### src/rtl/matvec_mac_sched.sv
// Serialised unsigned matrix-vector multiply: one MAC, one row at a time,
// each row result handed out over a valid/ready handshake.
//
// state | meaning
// IDLE  | waiting for start; captures M and X on start
// RUN   | accumulating one element product per cycle
// OUT   | holding a row result until y_valid && y_ready
// DONE  | one-cycle done pulse, then back to IDLE
module matvec_mac_sched #(
  parameter int Nbits = 4,
  parameter int Ndata = 4,
  parameter int Nrows = 2,
  localparam int ACCW = 2*Nbits + $clog2(Ndata),
  localparam int IW   = (Nrows > 1) ? $clog2(Nrows) : 1
) (
  input  logic                         clk,
  input  logic                         reset,
  input  logic                         start,
  input  logic [Nrows*Ndata*Nbits-1:0] M,
  input  logic [Ndata*Nbits-1:0]       X,
  output logic                         busy,
  output logic                         y_valid,
  input  logic                         y_ready,
  output logic [ACCW-1:0]              y_data,
  output logic [IW-1:0]                y_index,
  output logic                         done
);

  localparam int CW = $clog2(Ndata);

  localparam logic [1:0] S_IDLE = 2'd0;
  localparam logic [1:0] S_RUN  = 2'd1;
  localparam logic [1:0] S_OUT  = 2'd2;
  localparam logic [1:0] S_DONE = 2'd3;

  localparam logic [CW-1:0] COL_LAST = CW'(Ndata - 1);
  localparam logic [IW-1:0] ROW_LAST = IW'(Nrows - 1);

  logic [1:0]       state;
  logic [IW-1:0]    row;
  logic [CW-1:0]    col;
  logic [ACCW-1:0]  acc;
  logic [Nbits-1:0] m_cap [Nrows][Ndata];
  logic [Nbits-1:0] x_cap [Ndata];

  logic [Nbits-1:0]   m_el;
  logic [Nbits-1:0]   x_el;
  logic [2*Nbits-1:0] prod;
  logic [ACCW-1:0]    acc_next;

  // ACCW leaves log2(Ndata) headroom bits above the product, so the sum is exact
  assign m_el     = m_cap[row][col];
  assign x_el     = x_cap[col];
  assign prod     = {{Nbits{1'b0}}, m_el} * {{Nbits{1'b0}}, x_el};
  assign acc_next = acc + {{(ACCW-2*Nbits){1'b0}}, prod};

  assign busy = (state == S_RUN) || (state == S_OUT);
  assign done = (state == S_DONE);

  always_ff @(posedge clk) begin
    if (reset) begin
      state   <= S_IDLE;
      row     <= '0;
      col     <= '0;
      acc     <= '0;
      y_valid <= 1'b0;
      y_data  <= '0;
      y_index <= '0;
      for (int r = 0; r < Nrows; r++)
        for (int k = 0; k < Ndata; k++)
          m_cap[r][k] <= '0;
      for (int k = 0; k < Ndata; k++)
        x_cap[k] <= '0;
    end else begin
      case (state)
        S_IDLE: begin
          if (start) begin
            for (int r = 0; r < Nrows; r++)
              for (int k = 0; k < Ndata; k++)
                m_cap[r][k] <= M[(r*Ndata + k)*Nbits +: Nbits];
            for (int k = 0; k < Ndata; k++)
              x_cap[k] <= X[k*Nbits +: Nbits];
            row   <= '0;
            col   <= '0;
            acc   <= '0;
            state <= S_RUN;
          end
        end
        S_RUN: begin
          acc <= acc_next;
          col <= col + CW'(1);
          if (col == COL_LAST) begin
            y_data  <= acc_next;
            y_index <= row;
            y_valid <= 1'b1;
            state   <= S_OUT;
          end
        end
        S_OUT: begin
          if (y_valid && y_ready) begin
            y_valid <= 1'b0;
            if (row == ROW_LAST) begin
              state <= S_DONE;
            end else begin
              row   <= row + IW'(1);
              col   <= '0;
              acc   <= '0;
              state <= S_RUN;
            end
          end
        end
        S_DONE: state <= S_IDLE;
        default: state <= S_IDLE;
      endcase
    end
  end

endmodule

### config.mk
export PLATFORM = sky130hd
export DESIGN_NAME = matvec_mac_sched
export DESIGN_NICKNAME = d
export VERILOG_FILES = /design/src/rtl/matvec_mac_sched.sv
export SDC_FILE = /design/constraint.sdc
export NUM_CORES = 1
export LEC_CHECK = 0
export ABC_CLOCK_PERIOD_IN_PS = 10950
export CORE_MARGIN = 2
export CORE_UTILIZATION = 40
export DETAILED_ROUTE_END_ITERATION = 8
export DONT_BUFFER_PORTS = 1
export PLACE_DENSITY = 0.51
export RECOVER_POWER = 25
export SLEW_MARGIN = 20
export SYNTH_ARGS = -nofsm -noshare
export SYNTH_HDL_FRONTEND = slang
export SYNTH_SLANG_ARGS = --single-unit
export TNS_END_PERCENT = 1
### constraint.sdc
create_clock -name clk -period 10.95 [get_ports clk]
set_clock_uncertainty 0.1 [all_clocks]
set_input_delay 2.19 -clock clk [delete_from_list [all_inputs] [get_ports clk]]
set_output_delay 2.19 -clock clk [all_outputs]
set_load 0.05 [all_outputs]
==> run metrics <==
HP Class=reg2reg; antenna-violating nets left=0; pre-CTS WS=around 6.2 ns; Iter 0 DRT Violations=83; Critical Path Fanout Max=8; placed insts=495; Final setup viols=0; fin nets=approximately 450; die area=around 0.012 mm2; cell mode on critical path=fa_1; # IOs=66; post-synth top area share=about 34%; Worst-Margin Slew=2.124 ns; Fmax=just over 200 MHz; CTS max path bufs=2; IO buf count=0; clk sink count=approximately 80; Worst Path Required=between 10 and 15 ns; Die Wd=~110 um; routed vias/inst=between 5 and 6; Final min period=4.857 ns; initial antenna violation count=0; slowest stage delay, CP=~0.64 ns; Final Util=43.99%; failing checks=max-capacitance violations, max-slew violations; period utilization=around 44%; element type at the critical path start=register; setup repair bufs after CTS=0; Synth warnings=0; CP max stage cell=dfxtp_1; Synth Area in Adders=approximately 11%; hpwl dp=6090 um; largest net degree at the start of global routing=49; critical path class=reg2reg; Synth Area in XOR/XNOR=less than 1%; initial core utilization=around two fifths; Rel. slew slack=-42.09%; Tot GR Track Use=~16%; CTS H-tree lvls=3; DRC=0; simple-gate share of the synthesized area=roughly a fifth; final cell count without fillers=slightly above 500; crit path cell chain=mux4_2 > mux2i_1 > nor2b_1 > fa_1 > inv_1 > fa_1 > inv_1 > fa_1 > ha_1 > o21ai_1 > o211ai_2 > and4_1 > a311o_1; CTS Root Cell=clkbuf_8; TritonRoute pass-1 iters=4; setup tns final=0 ns; flops & latches, synth=78; VDD IR max=~0.079 mV; Bufs and invs on worst path=2; GP Congestion=0.7807; top_reg_cell synth=edfxtp_1; layout cells sized above 1=between 10% and 20%; clk slew on worst S/H paths=around 0.08 ns; vias in the first global route=between 2000 and 3000; top cells by area, synth=edfxtp_1 34%, dfxtp_1 14%, and2_1 7.2%, ha_1 6.7%, mux4_2 6.3%; power density over cell area=between 200 and 250 mW/mm2; Synth area leader=edfxtp_1; max_cap viols=1; core region area=roughly 0.010 mm2; RSZ-0062 raised after global routing=no; TritonCTS buffer count=9; vias post-DR=roughly 2600; asr flop ratio synth=0%; Mapped Cells=roughly 380; # diodes=0; largest family of logic cells by synthesized area=simple AND/OR/NAND/NOR gates; first-pass GRT wire length=around 14000 um; Synth Net Count=approximately 460; LEAKAGE=approximately 1.8 nW; mux cell area share after synthesis=about 8.0%; Post-synth EDFFs=between 40 and 50; mapped cell area=approximately 0.0043 mm2; Hold Fails Final Rpt=0; cts hold-fix bufs=0; post-synthesis cell type count=48; CP top delay family=adder cells; Slew Limit Fails=between 40 and 50; Worst-Skew Late Latency=around 0.36 ns; Overflow after GRT=0; Die Ht=about 110 um; # resized after CTS=0; area delta synth->final=6.608%; status=finished, violations left; arrival time at the worst endpoint=approximately 5.0 ns; Crit. End Element=register; total wire length=8328 um; CTS tree=yes; setup slack after layout=about 6.1 ns; post-synthesis compound-gate area fraction=approximately 8.9%; Rows=37; syn_area_per_cell=around 11 um2; drt wl/cell=16.30 um; register area share after synthesis=47.72%
[power breakdown]
group	switching, mW	internal (mW)	leakage (nW)
Combinational	0.178	0.110	0.911
Clock	0.115	0.109	0.105
Sequential	0.0323	0.373	0.761
Total	0.325	0.592	1.78
[path summary, 6_finish.rpt]
| path | startpoint | cells past startpoint | slack, ns | to |
|---|---|---|---|---|
| setup / recovery | register | 13 | 6.09 | acc[8] |
| hold / removal | acc[0] | 2 | 0.35 | acc[0] |
| setup reg to reg | register | 13 | 6.09 | acc[8] |
| hold reg to reg | acc[0] | 2 | 0.35 | acc[0] |
[synth_stat cells (all sizes together) (8+ instances only)]
| master | count |
|---|---|
| inv | 28 |
| and2 | 49 |
| nor2 | 11 |
| edfxtp | 48 |
| fa | 9 |
| buf | 9 |
| ha | 23 |
| dfxtp | 30 |
| mux4 | 12 |
| nand3 | 19 |
| nand2 | 24 |
| nor3 | 8 |
| a21oi | 18 |
| nor2b | 17 |
| clkbuf | 9 |
[metal layers]
layer / up-vias / wire (um) / track usage (%)
li1: 1325 / - / -
met1: 1247 / 3874 / 20.97
met2: 63 / 3957 / 25.90
met3: 14 / 358 / 3.995
met4: 0 / 139 / 5.495
met5: - / 0 / 0
[cell usage in the layout, fill, tap and decap left out, drive strengths merged, types with 2 or more instances in the layout]
master and count:
o2111ai 2, or2 3, mux4 12, mux2i 5, nor3 8, ha 23
a21o 2, and3 4, and2 49, nor3b 3, nor2 11, a211oi 7
o211ai 4, nand4 4, nand3b 3, o21a 3, inv 32, clkbuf 9
a21oi 18, a211o 3, a311o 3, nor2b 17, clkinv 2, o21ai 7
edfxtp 48, fa 9, nand3 19, nand2 24, dfxtp 30
[registers in the layout, summed over array words and instances (netlist names), named ones only]
name,cells
m_cap,32
x_cap,16
row,1
acc,10
y_valid,1
state,2
y_index,1
y_data,10
col,2
[metrics by stage]
stage	power, mW	hold slack (ns)	area [um2]
final	0.9167	0.3521	4562
after detailed placement	0.7069	0.3448	4363
after global placement	0.7072	0.3358	4363
after global routing	0.9876	0.3783	4562
after CTS	0.9379	0.3574	4566
after floorplan	0.6492	0.3319	4279
[cell type report]
class	count	area (um2)
well taps	136	170.2
flip-flops and latches	78	2042
clock inverters	7	78.83
clock buffers	9	123.9
inverters	28	105.1
fillers	981	5808
multi-input cells	253	2042
[cells by family after synthesis]
logic type,after synthesis
AO/OA/AOI/OAI,54
XOR/XNOR,1
adder cells (fa/ha/maj),32
buffers and inverters,46
flip-flops,78
multiplexers,17
AND/OR/NAND/NOR,149
[worst reg2reg max path, delay by kind of cell (launching register included)]
family,cells,cell delay (ns)
fa+ha+maj,4,1.90
flops,1,0.64
buf+inv,2,0.11
compound gates,3,0.75
simple gates,2,0.34
mux,2,0.92
No activity file was read; power rests on OpenSTA's default activity.
